**src/rtl/hue_stage0.sv**
```systemverilog
`default_nettype none
// ============================================================================
// Module   : hue_stage0
// Brief    : Hue pipeline front end. Finds max/min of an RGB pixel, picks the
//            dominant channel and emits dividend, divisor and function code
//            for hue_stage1. Fixed 2-cycle latency, full throughput.
// Revision : 1.0 - initial release
// ============================================================================
module hue_stage0 #(
  parameter int DATA_WIDTH = 8,
  parameter int USER_WIDTH = 2
) (
  input  logic                  i_clk,
  input  logic                  i_rst,
  input  logic [DATA_WIDTH-1:0] i_red,
  input  logic [DATA_WIDTH-1:0] i_green,
  input  logic [DATA_WIDTH-1:0] i_blue,
  input  logic [USER_WIDTH-1:0] i_user,
  input  logic                  i_valid,
  output logic [DATA_WIDTH:0]   o_dividend,
  output logic [DATA_WIDTH:0]   o_divisor,
  output logic [1:0]            o_function,
  output logic [DATA_WIDTH-1:0] o_max,
  output logic [USER_WIDTH-1:0] o_user,
  output logic                  o_valid
);

  // Channel-select codes double as the function code emitted downstream.
  localparam logic [1:0] c_fn_achrom = 2'd0;
  localparam logic [1:0] c_sel_red   = 2'd1;
  localparam logic [1:0] c_sel_green = 2'd2;
  localparam logic [1:0] c_sel_blue  = 2'd3;

  // Stage A registers
  logic [DATA_WIDTH-1:0] a_red_q, a_red_d;
  logic [DATA_WIDTH-1:0] a_green_q, a_green_d;
  logic [DATA_WIDTH-1:0] a_blue_q, a_blue_d;
  logic [DATA_WIDTH-1:0] a_max_q, a_max_d;
  logic [DATA_WIDTH-1:0] a_min_q, a_min_d;
  logic [1:0]            a_sel_q, a_sel_d;
  logic [USER_WIDTH-1:0] a_user_q, a_user_d;
  logic                  a_valid_q, a_valid_d;

  // Stage B registers
  logic [DATA_WIDTH:0]   b_dividend_q, b_dividend_d;
  logic [DATA_WIDTH:0]   b_divisor_q, b_divisor_d;
  logic [1:0]            b_function_q, b_function_d;
  logic [DATA_WIDTH-1:0] b_max_q, b_max_d;
  logic [USER_WIDTH-1:0] b_user_q, b_user_d;
  logic                  b_valid_q, b_valid_d;

  logic [DATA_WIDTH-1:0] w_max;
  logic [DATA_WIDTH-1:0] w_min;
  logic [1:0]            w_sel;
  logic [DATA_WIDTH:0]   w_delta;
  logic [DATA_WIDTH:0]   w_diff;

  // Max with fixed red > green > blue tie-break priority; plain 3-way min.
  always_comb begin
    w_sel = c_sel_blue;
    w_max = i_blue;
    if ((i_red >= i_green) && (i_red >= i_blue)) begin
      w_sel = c_sel_red;
      w_max = i_red;
    end else if (i_green >= i_blue) begin
      w_sel = c_sel_green;
      w_max = i_green;
    end
    w_min = i_red;
    if (i_green < w_min) w_min = i_green;
    if (i_blue < w_min)  w_min = i_blue;
  end

  // Stage A next state: valid always shifts, data only captured on valid.
  always_comb begin
    a_red_d   = a_red_q;
    a_green_d = a_green_q;
    a_blue_d  = a_blue_q;
    a_max_d   = a_max_q;
    a_min_d   = a_min_q;
    a_sel_d   = a_sel_q;
    a_user_d  = a_user_q;
    a_valid_d = i_valid;
    if (i_valid) begin
      a_red_d   = i_red;
      a_green_d = i_green;
      a_blue_d  = i_blue;
      a_max_d   = w_max;
      a_min_d   = w_min;
      a_sel_d   = w_sel;
      a_user_d  = i_user;
    end
  end

  // Differences on zero-extended operands; max-min never goes negative.
  always_comb begin
    w_delta = {1'b0, a_max_q} - {1'b0, a_min_q};
    case (a_sel_q)
      c_sel_red:   w_diff = {1'b0, a_green_q} - {1'b0, a_blue_q};
      c_sel_green: w_diff = {1'b0, a_blue_q} - {1'b0, a_red_q};
      default:     w_diff = {1'b0, a_red_q} - {1'b0, a_green_q};
    endcase
  end

  // Stage B next state: achromatic pixels force all-zero arithmetic outputs.
  always_comb begin
    b_dividend_d = b_dividend_q;
    b_divisor_d  = b_divisor_q;
    b_function_d = b_function_q;
    b_max_d      = b_max_q;
    b_user_d     = b_user_q;
    b_valid_d    = a_valid_q;
    if (a_valid_q) begin
      b_max_d  = a_max_q;
      b_user_d = a_user_q;
      if (w_delta == '0) begin
        b_dividend_d = '0;
        b_divisor_d  = '0;
        b_function_d = c_fn_achrom;
      end else begin
        b_dividend_d = w_diff;
        b_divisor_d  = w_delta;
        b_function_d = a_sel_q;
      end
    end
  end

  // Pipeline registers; reset clears every stage and discards in-flight pixels.
  always_ff @(posedge i_clk) begin
    if (i_rst) begin
      a_red_q      <= '0;
      a_green_q    <= '0;
      a_blue_q     <= '0;
      a_max_q      <= '0;
      a_min_q      <= '0;
      a_sel_q      <= '0;
      a_user_q     <= '0;
      a_valid_q    <= 1'b0;
      b_dividend_q <= '0;
      b_divisor_q  <= '0;
      b_function_q <= '0;
      b_max_q      <= '0;
      b_user_q     <= '0;
      b_valid_q    <= 1'b0;
    end else begin
      a_red_q      <= a_red_d;
      a_green_q    <= a_green_d;
      a_blue_q     <= a_blue_d;
      a_max_q      <= a_max_d;
      a_min_q      <= a_min_d;
      a_sel_q      <= a_sel_d;
      a_user_q     <= a_user_d;
      a_valid_q    <= a_valid_d;
      b_dividend_q <= b_dividend_d;
      b_divisor_q  <= b_divisor_d;
      b_function_q <= b_function_d;
      b_max_q      <= b_max_d;
      b_user_q     <= b_user_d;
      b_valid_q    <= b_valid_d;
    end
  end

  assign o_dividend = b_dividend_q;
  assign o_divisor  = b_divisor_q;
  assign o_function = b_function_q;
  assign o_max      = b_max_q;
  assign o_user     = b_user_q;
  assign o_valid    = b_valid_q;

endmodule
`default_nettype wire

```
**config.mk**
```make
export PLATFORM = sky130hd
export DESIGN_NAME = hue_stage0
export DESIGN_NICKNAME = d
export VERILOG_FILES = /design/src/rtl/hue_stage0.sv
export SDC_FILE = /design/constraint.sdc
export NUM_CORES = 1
export LEC_CHECK = 0
export BUFFER_PORTS_ARGS = -buffer_cell sky130_fd_sc_hd__buf_4
export CAP_MARGIN = 25
export CORE_AREA = 4 4 98 100
export CTS_BUF_LIST = sky130_fd_sc_hd__clkbuf_4 sky130_fd_sc_hd__clkbuf_8 sky130_fd_sc_hd__clkbuf_16
export DETAILED_ROUTE_END_ITERATION = 12
export DIE_AREA = 0 0 102 104
export PLACE_DENSITY = 0.8
export SETUP_SLACK_MARGIN = 0.3
export SLEW_MARGIN = 5
export SYNTH_ARGS = -nofsm -noshare
export SYNTH_HDL_FRONTEND = slang
export SYNTH_SLANG_ARGS = --single-unit
```
**constraint.sdc**
```tcl
create_clock -name i_clk -period 4.4 [get_ports i_clk]
set_input_delay 0 -clock i_clk [delete_from_list [all_inputs] [get_ports i_clk]]
set_output_delay 0 -clock i_clk [all_outputs]
set_load 0.02 [all_outputs]
```
# Word-level counts from Yosys, hierarchy flattened
# Cells that the tools add are included.
dict set report word_totals {
  wordCells 37
  regBits 76
  in_bits 29
}
dict set report op_classes {
  reduce_logical 2
  magnitude_cmp 5
  muxes 10
  eq_ne 2
  add_sub_neg 4
}
# op count
set ops {}
lappend ops {{subtractor 8 x 8 -> 9 bit} 4}
lappend ops {{two-way mux 8 bit} 4}
lappend ops {{greater-or-equal comparator 8 bit} 3}
lappend ops {{two-way mux 9 bit} 2}
lappend ops {{case mux 9 bit (2 select lines)} 1}
lappend ops {{< comparator 8 bit} 2}
lappend ops {{logical NOT 9 bit} 1}
lappend ops {{two-way mux 2 bit} 2}
lappend ops {{equality test 2 x 1 -> 1 bit (second input constant)} 1}
lappend ops {{equality test 2 bit (second input constant)} 1}
lappend ops {{logical AND 1 bit} 1}
lappend ops {{two-way mux 1 bit} 1}

# Depth between registers and ports, before layout
# Gate-level depths: netlist of the first run.
dict set report depth {
  ltp_word 4
  depth_mapped 16
  mapped_depth_nobuf 15
}

# Least setup slack after synthesis of the first run
# No wires, ideal clock.
dict set report synth_path {
  kind {input-to-reg}
  start {in i_red[1]}
  end {reg a_min_q[7]}
  setup_time_ns 0.120
  cell_stages 16
  arrival_time_ns 2.883
  path_slack_ns 1.397
  n_path_buf 1
  cell_sequence {inv_1 ha_1 nor2b_1 o211ai_1 a21o_1 nand2_1 mux2i_1 ha_1 a41o_1 a221oi_2 nand3_1 nor3_1 a211o_1 buf_2 nor3_1 a211o_1}
}
dict set report synth_via {
  elab_chain_len 4
}
# element line
set synth_lines {}
lappend synth_lines {{from (decl)} 15} ;# input logic [DATA_WIDTH-1:0] i_red,
lappend synth_lines {{< comparator 8 bit} 70} ;# if (i_green < w_min) w_min = i_green;
lappend synth_lines {{two-way mux 8 bit (*)} 70}
lappend synth_lines {{< comparator 8 bit} 71} ;# if (i_blue < w_min) w_min = i_blue;
lappend synth_lines {{two-way mux 8 bit (*)} 71}
lappend synth_lines {{to (signal assigned)} 150} ;# a_min_q <= a_min_d;
lappend synth_lines {{to (decl)} 39} ;# logic [DATA_WIDTH-1:0] a_min_q, a_min_d;
# Mark *: on every way between the ends. The rest lies on a longest branch, timed or not.
# A chain may end at the register's enable or synchronous reset.

# Final worst setup path of the first run
dict set report layout_path {
  start {in i_red[1]}
  end {reg a_min_q[6]}
}
# Same word-level chain as after synthesis.

==> results of run 1 <==
[metrics by stage]
stage | power [W] | instances | instance area, um2 | worst slack (ns) | utilization
after global placement | 0.00145 | 738 | 5620 | 0.934 | 0.648
after detailed placement | 0.00147 | 738 | 5620 | 0.802 | 0.648
after CTS | 0.00207 | 774 | 6060 | 0.615 | 0.698
after global routing | 0.00220 | 775 | 6060 | 0.336 | 0.699
final | 0.00208 | 775 | 6060 | 0.527 | 0.699
after floorplan | 0.00127 | 592 | 5130 | 1.40 | -
[sequential cells by signal (all words and copies together) (netlist names), 2 cells and up]
signal      count
o_dividend      9
a_max_q         8
o_max           8
a_green_q       8
o_divisor       9
a_min_q         8
a_sel_q         2
a_red_q         8
o_user          2
a_user_q        2
o_function      2
a_blue_q        8
[critical path, cell delays in order]
cell           delay (ns)
dlygate4sd3_1        0.55
buf_4                0.15
inv_1                0.05
ha_1                 0.30
nor2b_1              0.13
o211ai_1             0.22
a21o_1               0.16
nand2_1              0.28
mux2i_1              0.30
ha_1                 0.30
a41o_1               0.24
a221oi_2             0.41
nand3_1              0.13
nor3_1               0.16
a211o_1              0.39
or3_1                0.17
o311ai_0             0.12
[where the power goes]
| group | total, W | leakage (nW) | internal (W) | switching [W] |
|---|---|---|---|---|
| registers | 0.000789 | 0.625 | 0.000742 | 0.0000464 |
| clock network | 0.000595 | 0.100 | 0.000329 | 0.000266 |
| logic | 0.000698 | 2.03 | 0.000303 | 0.000394 |
| total | 0.00208 | 2.75 | 0.00137 | 0.000707 |
[cell families after synthesis]
kind of cell / after synthesis
adders and majority gates: 69
buffers and inverters: 84
and+or+nand+nor: 154
DFF: 76
muxes: 50
xor gates and xnor gates: 13
AOI/OAI and AO/OA: 146
[layout by cell type, fill, tap and decap left out, types with 16 or more instances in the layout]
cell type	instances
buf_4	61
a21oi_1	24
dlygate4sd3_1	22
nor2_1	81
ha_1	65
mux2i_1	50
o21ai_0	26
inv_1	62
dfxtp_1	76
a22o_1	16
[final timing paths]
check,endpoint,slack (ns),cells after the start,startpoint
setup / recovery,a_min_q[6],0.53,17,i_red[1]
hold reg to reg,o_divisor[8],0.45,2,o_divisor[8]
setup reg to reg,o_divisor[2],1.59,10,a_max_q[0]
hold / removal,a_blue_q[3],0.02,3,i_blue[3]
[timing repair]
| action | in CTS | in global routing |
|---|---|---|
| hold buffers | 22 | 0 |
| setup endpoints to repair | 0 | 0 |
| endpoints found under the hold margin | 28 | 0 |
[final cells by class]
class / count / share of cell area
Clock inverter: 4 / 0.0124
Sequential cell: 76 / 0.251
Tap cell: 108 / 0.0223
Multi-Input combinational cell: 432 / 0.542
Inverter: 62 / 0.0384
Clock buffer: 10 / 0.0227
Timing Repair Buffer: 83 / 0.112
[metal layers]
metal	share of wire	routed length (um)	GRT usage
met5	0	0	0
met4	0.025	345	0.0956
met2	0.44	6150	0.421
met1	0.48	6660	0.384
met3	0.060	843	0.0342
==> results.cfg, run 1 <==
[clock_tree]
clock_latency_ns = 0.35
cts_buffer_depth = 2
cts_num_sinks = 76
cts_buffers = 9
htree_levels = 3
cts_tree = built
ctsRootBufferMaster = clkbuf_8
path_clk_slew_ns = 0.08
post_cts_resized = 0
post_cts_buffers = 0

[floorplan]
dieHeight_um = 104
die-area_mm2 = 0.0106
initial_core_util = 0.591
io_pins = 60
die_w_um = 102
core_area_mm2 = 0.00868
rows = 34

[layout]
nets = 762
fillers = 689
multiInputGateArea_mm2 = 0.00328
areaGrowthSynthToFinish_pct = 18.2
drive_gt1_frac = 0.117
antenna_cells = 0
regArea_mm2 = 0.00152

[synthesis]
synth_mux_area_frac = 0.0975
synth_top_family_by_area = compound AO/OA/AOI/OAI gates
synth_edf_count = 0
synth_area_mm2 = 0.00513
synth_top_cells_by_area = dfxtp_1, ha_1, mux2i_1, nor2_1, inv_1
postSynthCellCount = 592
synth_seq_cells = 76
yosysMostFrequentCell = nor2_1
yosys.area_share.simple = 0.143
synth_top_area_share = 0.297
yosysTopAreaCell = dfxtp_1
synthFlopType = dfxtp_1
synth-compound-area-share = 0.203
ys_top_cells_by_count = nor2_1, dfxtp_1, ha_1
syn-mean-instance-area_um2 = 8.67
ys_warn_count = 0
syn-num-nets = 690
synth_fa_ha_area_frac = 0.174
ys_types = 54
synthXorXnorAreaFrac = 0.0222
postSynth.asyncResetShare = 0
ys_seq_area_frac = 0.297

[detailed_routing]
drtIter0Drc = 262
post_drt_wl_per_cell_um = 18.1
ant_nets = 0
first_pass_iters = 5
via_per_inst = 5.98
post-route-drc-count = 0
postRouteWirelength_mm = 14.0
vias = 4631

[sta]
skew_ns = 0.0132
worst_hold_slack_ns = 0.0181
max_slew_margin = 0.334
setup_viol = 0
fmax_ghz = 0.258
report.final.slew_viol_count = 0
timing_worst_slew_pin_value_ns = 0.997
final.min_clock_period_ns = 3.87
hold_violations = 0
fin_tns_setup_ns = 0
min_period_over_period = 0.880
rsz0062_at_grt = false

[hold_path]
hold_path.class = in -> reg

[status]
outcome = finished clean

[worst_setup_path]
crit_required_ns = 4.60
endpoint_kind = register
cp-start-kind = input pin
cp_max_fo = 14
critical_path_class = in -> reg
critical_path_arrival_ns = 4.07

[global_routing]
grt-ovfl-total = 0
grt_usage = 0.271
antenna_found_initial = 0
grt_pass1_vias = 4516
grt_pass1_wl_mm = 23.0
grt_max_degree = 67

[run]
cap_violations = 0

[placement]
gp_congestion = 0.917
placement.io_buffers = 59
place_hpwl_mm = 10.3

[power_and_ir_drop]
power_density_mw_per_mm2 = 343
leakage_nw = 2.75
ir_worst_vdd_mv = 0.184
(Power assumes the default switching activity.)
==> run 2: changes to the inputs <==
- ABC_CLOCK_PERIOD_IN_PS: unset -> 4400
- CAP_MARGIN: 25 -> 20
- MAX_ROUTING_LAYER: unset -> met4
==> results.cfg, run 2 (synthesis results as in run 1) <==
[status]
outcome = finished clean

[layout]
areaGrowthSynthToFinish_pct = 18.2
fin_util = 0.699
fillers = 686
final_common_cell = nor2_1
antenna_cells = 0
drive_gt1_frac = 0.121
regArea_mm2 = 0.00152
final_cell_mix = nor2_1, dfxtp_1, ha_1
nets = 765
postLayoutCellArea_mm2 = 0.00607
multiInputGateArea_mm2 = 0.00329

[placement]
place_hpwl_mm = 10.3
placed_cell_area_mm2 = 0.00562
gp_congestion = 0.981
placement.io_buffers = 59

[detailed_routing]
ant_nets = 0
first_pass_iters = 4
via_per_inst = 6.09
vias = 4749
post-route-drc-count = 0
drtIter0Drc = 239
post_drt_wl_per_cell_um = 18.7
postRouteWirelength_mm = 14.6

[floorplan]
die_w_um = 102
core_area_mm2 = 0.00868
rows = 34
initial_core_util = 0.591
die-area_mm2 = 0.0106
dieHeight_um = 104
io_pins = 60

[power_and_ir_drop]
comb_power_share = 0.352
swShare = 0.369
ir_worst_vdd_mv = 0.184
leakage_nw = 2.76
clkPwrFrac = 0.253
p_switching_w = 0.000739
p_total_w = 0.00200
power_density_mw_per_mm2 = 330
p_int_w = 0.00126
seqPwrFrac = 0.395

[global_routing]
grt_pass1_wl_mm = 23.9
grt_pass1_vias = 4619
grt_max_degree = 67
antenna_found_initial = 0
grt_usage = 0.291
grt-ovfl-total = 0

[worst_setup_path]
cp_max_fo = 14
reg2reg_slack_ns = 1.55
critical_path_arrival_ns = 3.90
critical_path_class = in -> reg
crit_required_ns = 4.59
cp-start-kind = input pin
endpoint_kind = register

[clock_tree]
cts_buffers = 9
htree_levels = 3
cts_buffer_depth = 2
post_cts_buffers = 0
cts_tree = built
ctsRootBufferMaster = clkbuf_8
clock_latency_ns = 0.35
path_clk_slew_ns = 0.09
cts_num_sinks = 76

[sta]
skew_ns = 0.0174
hold_violations = 0
fmax_ghz = 0.270
setup_viol = 0
worst_hold_slack_ns = 0.00764
fin_tns_setup_ns = 0
final.min_clock_period_ns = 3.71
rsz0062_at_grt = false
max_slew_margin = 0.392
timing_worst_slew_pin_value_ns = 0.911
min_period_over_period = 0.842
report.final.slew_viol_count = 0

[run]
cap_violations = 0

[hold_path]
hold_path.class = in -> reg
## run 2: cell count changes in the layout (fill, tap and decap cells not counted)
cell	change
dlygate4sd3_1	+3
bufinv_16	-2
clkinv_2	+2
inv_6	+2
inv_8	+2
clkbuf_8	-1
clkinvlp_4	-1
nand2_1	-1
nand2_2	+1
## run 2: final timing paths
check,start,end,cells after the start
setup / recovery,i_red[6],a_min_q[3],17
hold / removal,i_blue[2],a_blue_q[2],3
setup reg to reg,a_max_q[1],o_divisor[2],9
hold reg to reg,o_divisor[8],o_divisor[8],2
## run 2: final cells by class
class                   instances  area share
inverters                      62      0.0384
flip-flops and latches         76       0.251
multi-input cells             432       0.542
clock inverters                 7     0.00949
clock buffers                   9      0.0204
well taps                     108      0.0223
repair buffers                 86       0.117
## run 2: power by group through the flow
stage          Sequential (W)  Clock [W]  Combinational [W]
2_1_floorplan        0.000812          0           0.000461
3_3_place_gp         0.000803          0           0.000646
3_5_place_dp         0.000805          0           0.000664
4_1_cts              0.000790   0.000512           0.000688
5_1_grt              0.000797   0.000545           0.000783
6_report             0.000791   0.000507           0.000704
## run 2: per-layer routing
layer / share of wire / routed length, um / vias up / GRT usage
met5: 0 / 0 / - / -
met4: 0.023 / 335 / 0 / 0.0853
met3: 0.066 / 965 / 30 / 0.0423
met2: 0.45 / 6630 / 204 / 0.448
met1: 0.46 / 6660 / 2228 / 0.394
li1: - / - / 2287 / -
## run 2: metrics by stage
stage / worst slack, ns / instances
after floorplan: 1.40 / 592
after global placement: 0.942 / 738
after detailed placement: 0.861 / 738
after CTS: 0.685 / 779
after global routing: 0.393 / 780
final: 0.694 / 780
## run 2: repair_timing
action	CTS	global route
setup endpoints to repair	0	3
resized for setup	0	1
hold buffers	25	0
hold endpoints to repair	32	0
## run 2: worst max-delay path, cell delays in order
cell	delay, ns
dlygate4sd3_1	0.53
buf_4	0.15
inv_1	0.05
ha_1	0.32
a21oi_1	0.15
a21boi_0	0.12
nor2_1	0.17
nand2_2	0.19
mux2i_1	0.27
ha_1	0.30
a41o_1	0.24
a221oi_2	0.43
nand3_1	0.13
a21oi_1	0.14
a211o_1	0.37
or3_1	0.19
o311ai_0	0.14
